`src/rtl/crc16_engine_if.sv`:
```
// crc16_engine_if
//   Groups the crc_* signals that connect seal_register (master) to
//   crc16_engine (slave).
//   crc_init      master->slave  one-cycle pulse: flush FIFO, reload INIT
//   crc_feed      master->slave  one-cycle pulse: enqueue crc_byte
//   crc_byte      master->slave  byte to fold into the CRC
//   crc_busy      slave->master  FIFO non-empty or a byte is still shifting
//   crc_value     slave->master  running CRC register (final when not busy)
//   crc_full      slave->master  FIFO holds FIFO_DEPTH entries
//   crc_count     slave->master  bytes fully processed, mod 256
//   crc_overflow  slave->master  sticky: a feed was dropped on a full FIFO
interface crc16_engine_if;
    logic        crc_init;
    logic        crc_feed;
    logic [7:0]  crc_byte;
    logic        crc_busy;
    logic [15:0] crc_value;
    logic        crc_full;
    logic [7:0]  crc_count;
    logic        crc_overflow;

    modport master (
        output crc_init, crc_feed, crc_byte,
        input  crc_busy, crc_value, crc_full, crc_count, crc_overflow
    );

    modport slave (
        input  crc_init, crc_feed, crc_byte,
        output crc_busy, crc_value, crc_full, crc_count, crc_overflow
    );
endinterface

```
`src/rtl/crc16_engine.sv`:
```
// crc16_engine
//   Bit-serial CRC-16/CCITT-FALSE engine (MSB first, no reflection, no
//   final XOR). Bytes are queued in a small FIFO and folded into the CRC
//   one bit per clock, 8 clocks per byte back-to-back.
//   Ports:
//     clk  - single clock, rising edge
//     rst  - synchronous active-high reset
//     crc  - crc16_engine_if.slave (init/feed/byte in; busy/value/full/
//            count/overflow out)
//   Parameters:
//     POLY       - generator polynomial, normal form
//     INIT       - value loaded by rst and crc_init
//     FIFO_DEPTH - byte queue depth, power of two, >= 2
module crc16_engine #(
    parameter logic [15:0] POLY       = 16'h1021,
    parameter logic [15:0] INIT       = 16'hFFFF,
    parameter int          FIFO_DEPTH = 4
) (
    input  logic          clk,
    input  logic          rst,
    crc16_engine_if.slave crc
);
    localparam int              PTR_W   = $clog2(FIFO_DEPTH);
    localparam logic [PTR_W:0]  DEPTH_C = (PTR_W + 1)'(FIFO_DEPTH);

    typedef enum logic {S_IDLE, S_SHIFT} state_t;

    state_t             r_state;
    state_t             w_next_state;

    logic [7:0]         r_fifo [FIFO_DEPTH];
    logic [PTR_W-1:0]   r_wr_ptr;
    logic [PTR_W-1:0]   r_rd_ptr;
    logic [PTR_W:0]     r_fifo_count;

    logic [7:0]         r_sh;
    logic [2:0]         r_bit_cnt;
    logic [15:0]        r_crc;
    logic [7:0]         r_count;
    logic               r_overflow;

    logic               w_empty;
    logic               w_full;
    logic               w_push;
    logic               w_drop;
    logic               w_pop;
    logic               w_shift;
    logic               w_byte_done;

    // One CRC bit step: feedback is the CRC MSB XOR the incoming data bit.
    function automatic logic [15:0] crc_step(input logic [15:0] c, input logic d);
        logic fb;
        fb = c[15] ^ d;
        return {c[14:0], 1'b0} ^ (fb ? POLY : 16'h0000);
    endfunction

    assign w_empty = (r_fifo_count == '0);
    assign w_full  = (r_fifo_count == DEPTH_C);

    // Fullness is judged before any same-edge pop. An init empties the FIFO
    // first, so a feed arriving with init is always accepted.
    assign w_push  = crc.crc_feed & (crc.crc_init | ~w_full);
    assign w_drop  = crc.crc_feed & ~crc.crc_init & w_full;

    // State register
    always_ff @(posedge clk) begin
        if (rst) begin
            r_state <= S_IDLE;
        end else begin
            r_state <= w_next_state;
        end
    end

    // Next-state logic
    always_comb begin
        w_next_state = r_state;
        if (crc.crc_init) begin
            w_next_state = S_IDLE;
        end else begin
            case (r_state)
                S_IDLE:  if (!w_empty) w_next_state = S_SHIFT;
                S_SHIFT: if (r_bit_cnt == 3'd7 && w_empty) w_next_state = S_IDLE;
                default: w_next_state = S_IDLE;
            endcase
        end
    end

    // Output / datapath-control logic
    always_comb begin
        w_pop       = 1'b0;
        w_shift     = 1'b0;
        w_byte_done = 1'b0;
        if (!crc.crc_init) begin
            case (r_state)
                S_IDLE: begin
                    w_pop = ~w_empty;
                end
                S_SHIFT: begin
                    w_shift     = 1'b1;
                    w_byte_done = (r_bit_cnt == 3'd7);
                    // Next byte is loaded on the same edge as the last bit.
                    w_pop       = (r_bit_cnt == 3'd7) & ~w_empty;
                end
                default: ;
            endcase
        end
    end

    // Control: FIFO pointers/occupancy, bit counter, byte counter, overflow
    always_ff @(posedge clk) begin
        if (rst) begin
            r_wr_ptr     <= '0;
            r_rd_ptr     <= '0;
            r_fifo_count <= '0;
            r_bit_cnt    <= '0;
            r_count      <= '0;
            r_overflow   <= 1'b0;
        end else if (crc.crc_init) begin
            // Flush by catching the read pointer up; a same-edge feed is
            // written at the old write pointer, i.e. the new head.
            r_rd_ptr     <= r_wr_ptr;
            r_wr_ptr     <= r_wr_ptr + PTR_W'(w_push);
            r_fifo_count <= (PTR_W + 1)'(w_push);
            r_bit_cnt    <= '0;
            r_count      <= '0;
            r_overflow   <= 1'b0;
        end else begin
            if (w_push) r_wr_ptr <= r_wr_ptr + PTR_W'(1);
            if (w_pop)  r_rd_ptr <= r_rd_ptr + PTR_W'(1);
            case ({w_push, w_pop})
                2'b10:   r_fifo_count <= r_fifo_count + (PTR_W + 1)'(1);
                2'b01:   r_fifo_count <= r_fifo_count - (PTR_W + 1)'(1);
                default: r_fifo_count <= r_fifo_count;
            endcase
            if (w_pop) begin
                r_bit_cnt <= '0;
            end else if (w_shift) begin
                r_bit_cnt <= r_bit_cnt + 3'd1;
            end
            if (w_byte_done) r_count <= r_count + 8'd1;
            if (w_drop)      r_overflow <= 1'b1;
        end
    end

    // CRC register: architecturally visible, so it is reloaded on rst/init
    always_ff @(posedge clk) begin
        if (rst || crc.crc_init) begin
            r_crc <= INIT;
        end else if (w_shift) begin
            r_crc <= crc_step(r_crc, r_sh[7]);
        end
    end

    // Data: FIFO storage and shift register carry no reset
    always_ff @(posedge clk) begin
        if (w_push) r_fifo[r_wr_ptr] <= crc.crc_byte;
        if (w_pop) begin
            r_sh <= r_fifo[r_rd_ptr];
        end else if (w_shift) begin
            r_sh <= {r_sh[6:0], 1'b0};
        end
    end

    assign crc.crc_busy     = (r_state == S_SHIFT) | ~w_empty;
    assign crc.crc_full     = w_full;
    assign crc.crc_value    = r_crc;
    assign crc.crc_count    = r_count;
    assign crc.crc_overflow = r_overflow;

endmodule

```
`src/flat_wrapper.sv`:
```
// flat-port wrapper written by rule: the top's interface ports become plain ports
module crc16_engine_flat 
#(
    parameter logic [15:0] POLY       = 16'h1021,
    parameter logic [15:0] INIT       = 16'hFFFF,
    parameter int          FIFO_DEPTH = 4
)
  (clk, rst, crc_crc_init, crc_crc_feed, crc_crc_byte, crc_crc_busy, crc_crc_value, crc_crc_full, crc_crc_count, crc_crc_overflow);
  crc16_engine_if crc_i ();
  input  logic clk;
  input  logic rst;
  input wire logic [$bits(crc_i.crc_init)-1:0] crc_crc_init;
  input wire logic [$bits(crc_i.crc_feed)-1:0] crc_crc_feed;
  input wire logic [$bits(crc_i.crc_byte)-1:0] crc_crc_byte;
  output wire logic [$bits(crc_i.crc_busy)-1:0] crc_crc_busy;
  output wire logic [$bits(crc_i.crc_value)-1:0] crc_crc_value;
  output wire logic [$bits(crc_i.crc_full)-1:0] crc_crc_full;
  output wire logic [$bits(crc_i.crc_count)-1:0] crc_crc_count;
  output wire logic [$bits(crc_i.crc_overflow)-1:0] crc_crc_overflow;
  assign crc_i.crc_init = crc_crc_init;
  assign crc_i.crc_feed = crc_crc_feed;
  assign crc_i.crc_byte = crc_crc_byte;
  assign crc_crc_busy = crc_i.crc_busy;
  assign crc_crc_value = crc_i.crc_value;
  assign crc_crc_full = crc_i.crc_full;
  assign crc_crc_count = crc_i.crc_count;
  assign crc_crc_overflow = crc_i.crc_overflow;
  crc16_engine #(.POLY(POLY), .INIT(INIT), .FIFO_DEPTH(FIFO_DEPTH)) u_core (.clk(clk), .rst(rst), .crc(crc_i));
endmodule
```
`config.mk`:
```
export PLATFORM = sky130hd
export DESIGN_NAME = crc16_engine_flat
export DESIGN_NICKNAME = d
export VERILOG_FILES = /design/src/rtl/crc16_engine_if.sv /design/src/rtl/crc16_engine.sv /design/src/flat_wrapper.sv
export SDC_FILE = /design/constraint.sdc
export NUM_CORES = 1
export LEC_CHECK = 0
export CORE_ASPECT_RATIO = 1.75
export CORE_MARGIN = 3
export CORE_UTILIZATION = 50
export CTS_CLUSTER_DIAMETER = 150
export DETAILED_ROUTE_END_ITERATION = 16
export GPL_ROUTABILITY_DRIVEN = 0
export PLACE_DENSITY = 0.78
export SYNTH_ARGS = -nofsm -noshare
export SYNTH_HDL_FRONTEND = slang
export SYNTH_SLANG_ARGS = --single-unit
```
`constraint.sdc`:
```
create_clock -name clk -period 2.9 [get_ports clk]
set_input_delay 0.87 -clock clk [delete_from_list [all_inputs] [get_ports clk]]
set_output_delay 0.87 -clock clk [all_outputs]
set_load 0.02 [all_outputs]
```
# After elaboration in Yosys (flattened, before gate mapping)
# Memories as Yosys holds them, arrays and structs flattened. A register that Yosys moved wholly into a read port is not among the register bits.
# Cells that the tools add are included.
[totals]
ff_bits = 44
ramBits = 32
out_inout_bits = 27
n_memories = 1
[memory_table]
columns = ["memory", "depth", "word_bits", "rd", "rd_clocked_by_memory_dff", "wr", "line", "rtl"]
rows = [
  ["u_core.r_fifo", 4, 8, 1, 1, 1, "crc16_engine.sv:31", "logic [7:0] r_fifo [FIFO_DEPTH];"],
]
[classes]
muxes = 22
add_sub_neg = 7
n_reduce_logical = 10
bitwise_logic = 12
n_eq_ne = 4
[op_table]
columns = ["operator", "n"]
rows = [
  ["$mux 8", 2],
  ["$xor 16x16->16", 1],
  ["$mux 13", 1],
  ["$mux 2", 6],
  ["$mux 1", 10],
  ["$add 8x1->8 const B", 1],
  ["$reduce_bool 2->1", 4],
  ["$add 3x1->3 const B", 2],
  ["$eq 3x3->1 const B", 2],
  ["$pmux 3 s2", 1],
  ["$add 2x1->2 const B", 2],
  ["$and 1x1->1", 4],
  ["$not 1->1", 4],
  ["$pmux 1 s2", 2],
  ["$logic_not 3->1", 1],
  ["$reduce_bool 3->1", 1],
  ["$reduce_or 3->1", 1],
  ["$sub 3x1->3 const B", 1],
  ["$add 2x1->2", 1],
  ["$eq 2x1->1 const B", 1],
  ["$eq 2x2->1 const B", 1],
  ["$or 1x1->1", 2],
  ["$reduce_or 2->1", 1],
  ["$logic_and 1x1->1", 1],
  ["other kinds (2)", 2],
]

# Logic depth before layout (Yosys ltp)
[depth]
word_depth = 9
ltp_mapped = 10
ltp_nobuf = 10

# Worst setup path before layout
# No wires, ideal clock.
[synth_timing]
kind = "input to register"
start = "input crc_crc_init"
end = "register u_core.r_fifo_count[2]"
slack_ps = 111
arrival_time_ps = 2714
cell_stages = 8
path_cell_list = "buf_6 -> nor3_4 -> ha_1 -> xor2_1 -> ha_1 -> or3b_2 -> a2111o_1 -> o21ai_0"
[synth_between]
elab_chain_len = 4
[synth_lines]
columns = ["item", "line", "rtl"]
rows = [
  ["from (decl)", "flat_wrapper.sv:12", "input wire logic [$bits(crc_i.crc_init)-1:0] crc_crc_init;"],
  ["$or 1x1->1", "crc16_engine.sv:62", "assign w_push = crc.crc_feed & (crc.crc_init | ~w_full);"],
  ["$and 1x1->1", "crc16_engine.sv:62", ""],
  ["$eq 2x1->1 / $eq 2x2->1 (equally long branches)", "crc16_engine.sv:130", "case ({w_push, w_pop})"],
  ["$pmux 3 s2 / $reduce_bool 2->1 (equally long branches)", "--", ""],
  ["to (signal assigned)", "crc16_engine.sv:131", "2'b10: r_fifo_count <= r_fifo_count + (PTR_W + 1)'(1);"],
  ["to (signal assigned)", "crc16_engine.sv:132", "2'b01: r_fifo_count <= r_fifo_count - (PTR_W + 1)'(1);"],
  ["to (signal assigned)", "crc16_engine.sv:133", "default: r_fifo_count <= r_fifo_count;"],
  ["to (decl)", "crc16_engine.sv:34", "logic [PTR_W:0] r_fifo_count;"],
]
# Parallel ways exist; a longest one is shown, timed or not.
# A chain may end at the register's enable or synchronous reset.

# Worst setup path after layout
# Ends and elaborated chain as after synthesis.

==> impl_results.md <==
- Outcome: complete, no violations
- Crit-path cells: clkdlybuf4s50_1 -> buf_4 -> nor3_4 -> ha_1 -> xor2_1 -> ha_1 -> or3b_2 -> a2111o_1 -> o21ai_0
- Hold endpoint: u_core.crc.crc_overflow
- Synth Cell Area: 3250 um2
- ANT cells: 0
- CTS buffer count: 9
- Via count: 2037
- DRC: 0
- Rows: 38
- CTS tree: done
- Root Buffer: clkbuf_8
- Slowest cell on crit path: or3b_2
- Worst path top cell family by delay: simple AND/OR/NAND/NOR gates
- Die X-Extent: 66.9 um
- Ys Warns: 0
- Number of synthesized flops with an enable pin: 40
- R2r setup slk: 240 ps
- Area after DPL: 3770 um2
- P_leak: 1.39 nW
- Register area share after synthesis: 0.604
- Share of flip-flops with an asynchronous set or reset: 0
- TritonRoute pass-1 iters: 4
- All-layer global routing usage: 0.161
- CTS H-Tree Depth: 3
- Setup WS pre-CTS: -220 ps
- Tmin final: 2770 ps
- DR top layer: met4
- First-pass GRT wire length: 9.09 mm
- Most common cell in the netlist: edfxtp_1
- Die area: 7540 um2
- Share of the synthesized area in the top cell type: 0.370
- Ranking of synthesized cells by area: edfxtp_1 (37%), dfxtp_1 (23%), mux4_2 (5.5%), mux2i_1 (5.2%), ha_1 (3.1%)
- Worst Path Max Fanout: 4
- Worst-Margin Slew: 536 ps
- Endpoints failing hold: 0
- Post-synthesis cell count: 242
- PnR worst setup slack: 128 ps
- Via density: 5.37
- Reg2reg path depth: 10
- Max Root-Sink Buffers: 2
- Routed len/inst: 14.5 um
- Synth Net Count: 262
- Clk Latency, worst-skew pair: 340 ps
- Area of the multi-input gates: 1200 um2
- Die Height: 113 um
- DP HPWL: 4.04 mm
- Antenna-violating nets left: 0
- Hold WS: 484 ps
- Initial core utilization: 0.518
- Area Growth Syn to Fin: 21.9%
- Layout cells sized above 1: 0.174
- Reg2Reg Launch Point: u_core.r_bit_cnt[0]
- Clock net sink count: 78
- Sequential cell area: 1960 um2
- Most used cell, CP: ha_1
- # IOs: 39
- Final Cell Area: 3960 um2
- Pin count of the biggest net entering global routing: 20
- Unrepaired setup endpoints after global routing: false
- Port Buf Inserts: 38
- Fillers: 520
- PwrDens: 549 nW/um2
- DRT met1 WL: 2.21 mm
- Top FF cell, synth: edfxtp_1
- Number of global-route vias before repair: 1932
- Final Setup Violations: 0
- Worst Skew: 13.8 ps
- Yosys reg bits: 78
- DR WL met3: 198 um
- Reg clk slew, reported paths: 70 ps
- Worst slew margin: 0.642
- Setup crit end kind: register
- Final period utilization: 0.956
- Crit path buffers/inverters: 2
- Initial antenna violation count: 0
- Peak supply drop: 0.370 mV
- Power consumption: 2.17 mW
- Slew Limit Fails: 0
- Grt total ovfl: 0
- # nets final: 314
- Post-synth top area cell: edfxtp_1
- Synth Area per Inst: 13.4 um2
- FF-to-FF End: u_core.r_fifo_count[2]
- Hold Buf Count CTS: 0
- Worst Setup Start Kind: input pin
- Most frequent cells after synthesis: edfxtp_1 (40), dfxtp_1 (38), nand2_1 (19)
- Core Box Area: 6280 um2
- Hold path startpoint: u_core.crc.crc_overflow
- Worst hold stages: 2
- Crit path arrival time: 3030 ps
- Crit path largest cell delay: 460 ps
- Count of maximum capacitance violations: 0
- CP Data Required Time: 3160 ps
- Netlist cell types: 47
- Met2 WL: 3.03 mm
- FMAX: 0.361 GHz
- Critical path class: in -> reg
- DRT iter0 DRCs: 125
- DRT Wirelength: 5.51 mm
- Setup TNS: 0 ps
- Min-delay worst type: reg -> reg
through the flow:
| stage | utilization | cells |
|---|---|---|
| floorplan | - | 242 |
| global placement | 0.600 | 363 |
| detailed placement | 0.600 | 363 |
| CTS | 0.630 | 379 |
| global route | 0.631 | 379 |
| finish | 0.631 | 379 |
cell type report:
cell class,instances,area share
sequential,78,0.495
multi-input combinational,146,0.304
timing repair buffer,51,0.121
clock buffer,11,0.0385
tap,80,0.0253
clock inverter,5,0.00853
inverter,8,0.00758
what timing repair did:
item,4_1_cts,5_1_grt
buffers inserted,0,0
hold endpoints to repair,0,0
setup endpoints to repair,0,1
gates resized for setup,0,1
registers in the layout, indices dropped and copies added, names as in the netlist, named ones only:
register                 flops
u_core.r_sh                  8
u_core.crc.crc_overflow      1
u_core.r_fifo               32
u_core.crc.crc_count         8
u_core.crc.crc_value        16
u_core.r_state               1
u_core.r_fifo_count          3
u_core.r_wr_ptr              2
u_core.r_rd_ptr              2
u_core.r_bit_cnt             3
placed cells by master, fill, tap and decap left out, types with 3 or more instances in the layout:
master / Yosys / routed
or4_1: 3 / 3
ha_1: 8 / 8
clkbuf_8: 0 / 9
mux2_2: 7 / 7
or3_1: 6 / 6
o21ai_0: 9 / 9
o31ai_1: 3 / 3
nand3_1: 3 / 3
a21oi_1: 12 / 12
edfxtp_1: 40 / 40
nand2b_1: 5 / 5
xor2_1: 5 / 5
nor2_1: 12 / 12
dfxtp_1: 38 / 38
clkdlybuf4s50_1: 0 / 38
buf_4: 1 / 13
mux2i_1: 17 / 17
mux4_2: 8 / 8
inv_1: 8 / 8
nand2_1: 19 / 19
layer usage:
| metal | GRT usage | vias up |
|---|---|---|
| met3 | 0.0430 | 4 |
| met2 | 0.276 | 42 |
| met4 | 0.0786 | 0 |
| li1 | - | 1009 |
| met1 | 0.181 | 982 |
| met5 | 0 | - |
worst max path at each step:
stage | from | to | slack, ps | cells past startpoint
2_1_floorplan | crc_crc_init | u_core.r_fifo_count[2] | 110 | 8
3_3_place_gp | crc_crc_init | u_core.r_fifo_count[2] | -160 | 9
3_5_place_dp | crc_crc_init | u_core.r_fifo_count[2] | -220 | 9
4_1_cts | u_core.r_fifo_count[1] | crc_crc_busy | 20 | 3
5_1_grt | u_core.r_fifo_count[2] | crc_crc_full | 40 | 3
6_report | crc_crc_init | u_core.r_fifo_count[2] | 130 | 9
power breakdown:
part           total (mW)  internal (mW)  switching [mW]
registers            1.23           1.21          0.0279
clock network       0.743          0.361           0.381
logic               0.196          0.102          0.0944
total                2.17           1.67           0.504
cells by family after synthesis:
kind of cell    Yosys count  synth area share
flops                    78             0.604
mux                      32             0.132
buf+inv                  18            0.0277
simple gates             65             0.116
compound gates           34            0.0705
fa+ha+maj                 8            0.0308
xor+xnor                  7            0.0189
tightest hold or removal path: stages (launching register included):
cell	delay (ps)
dfxtp_1	340
a31oi_1	40
nor2_1	70
Note: power is estimated with default switching activity, not from simulation.
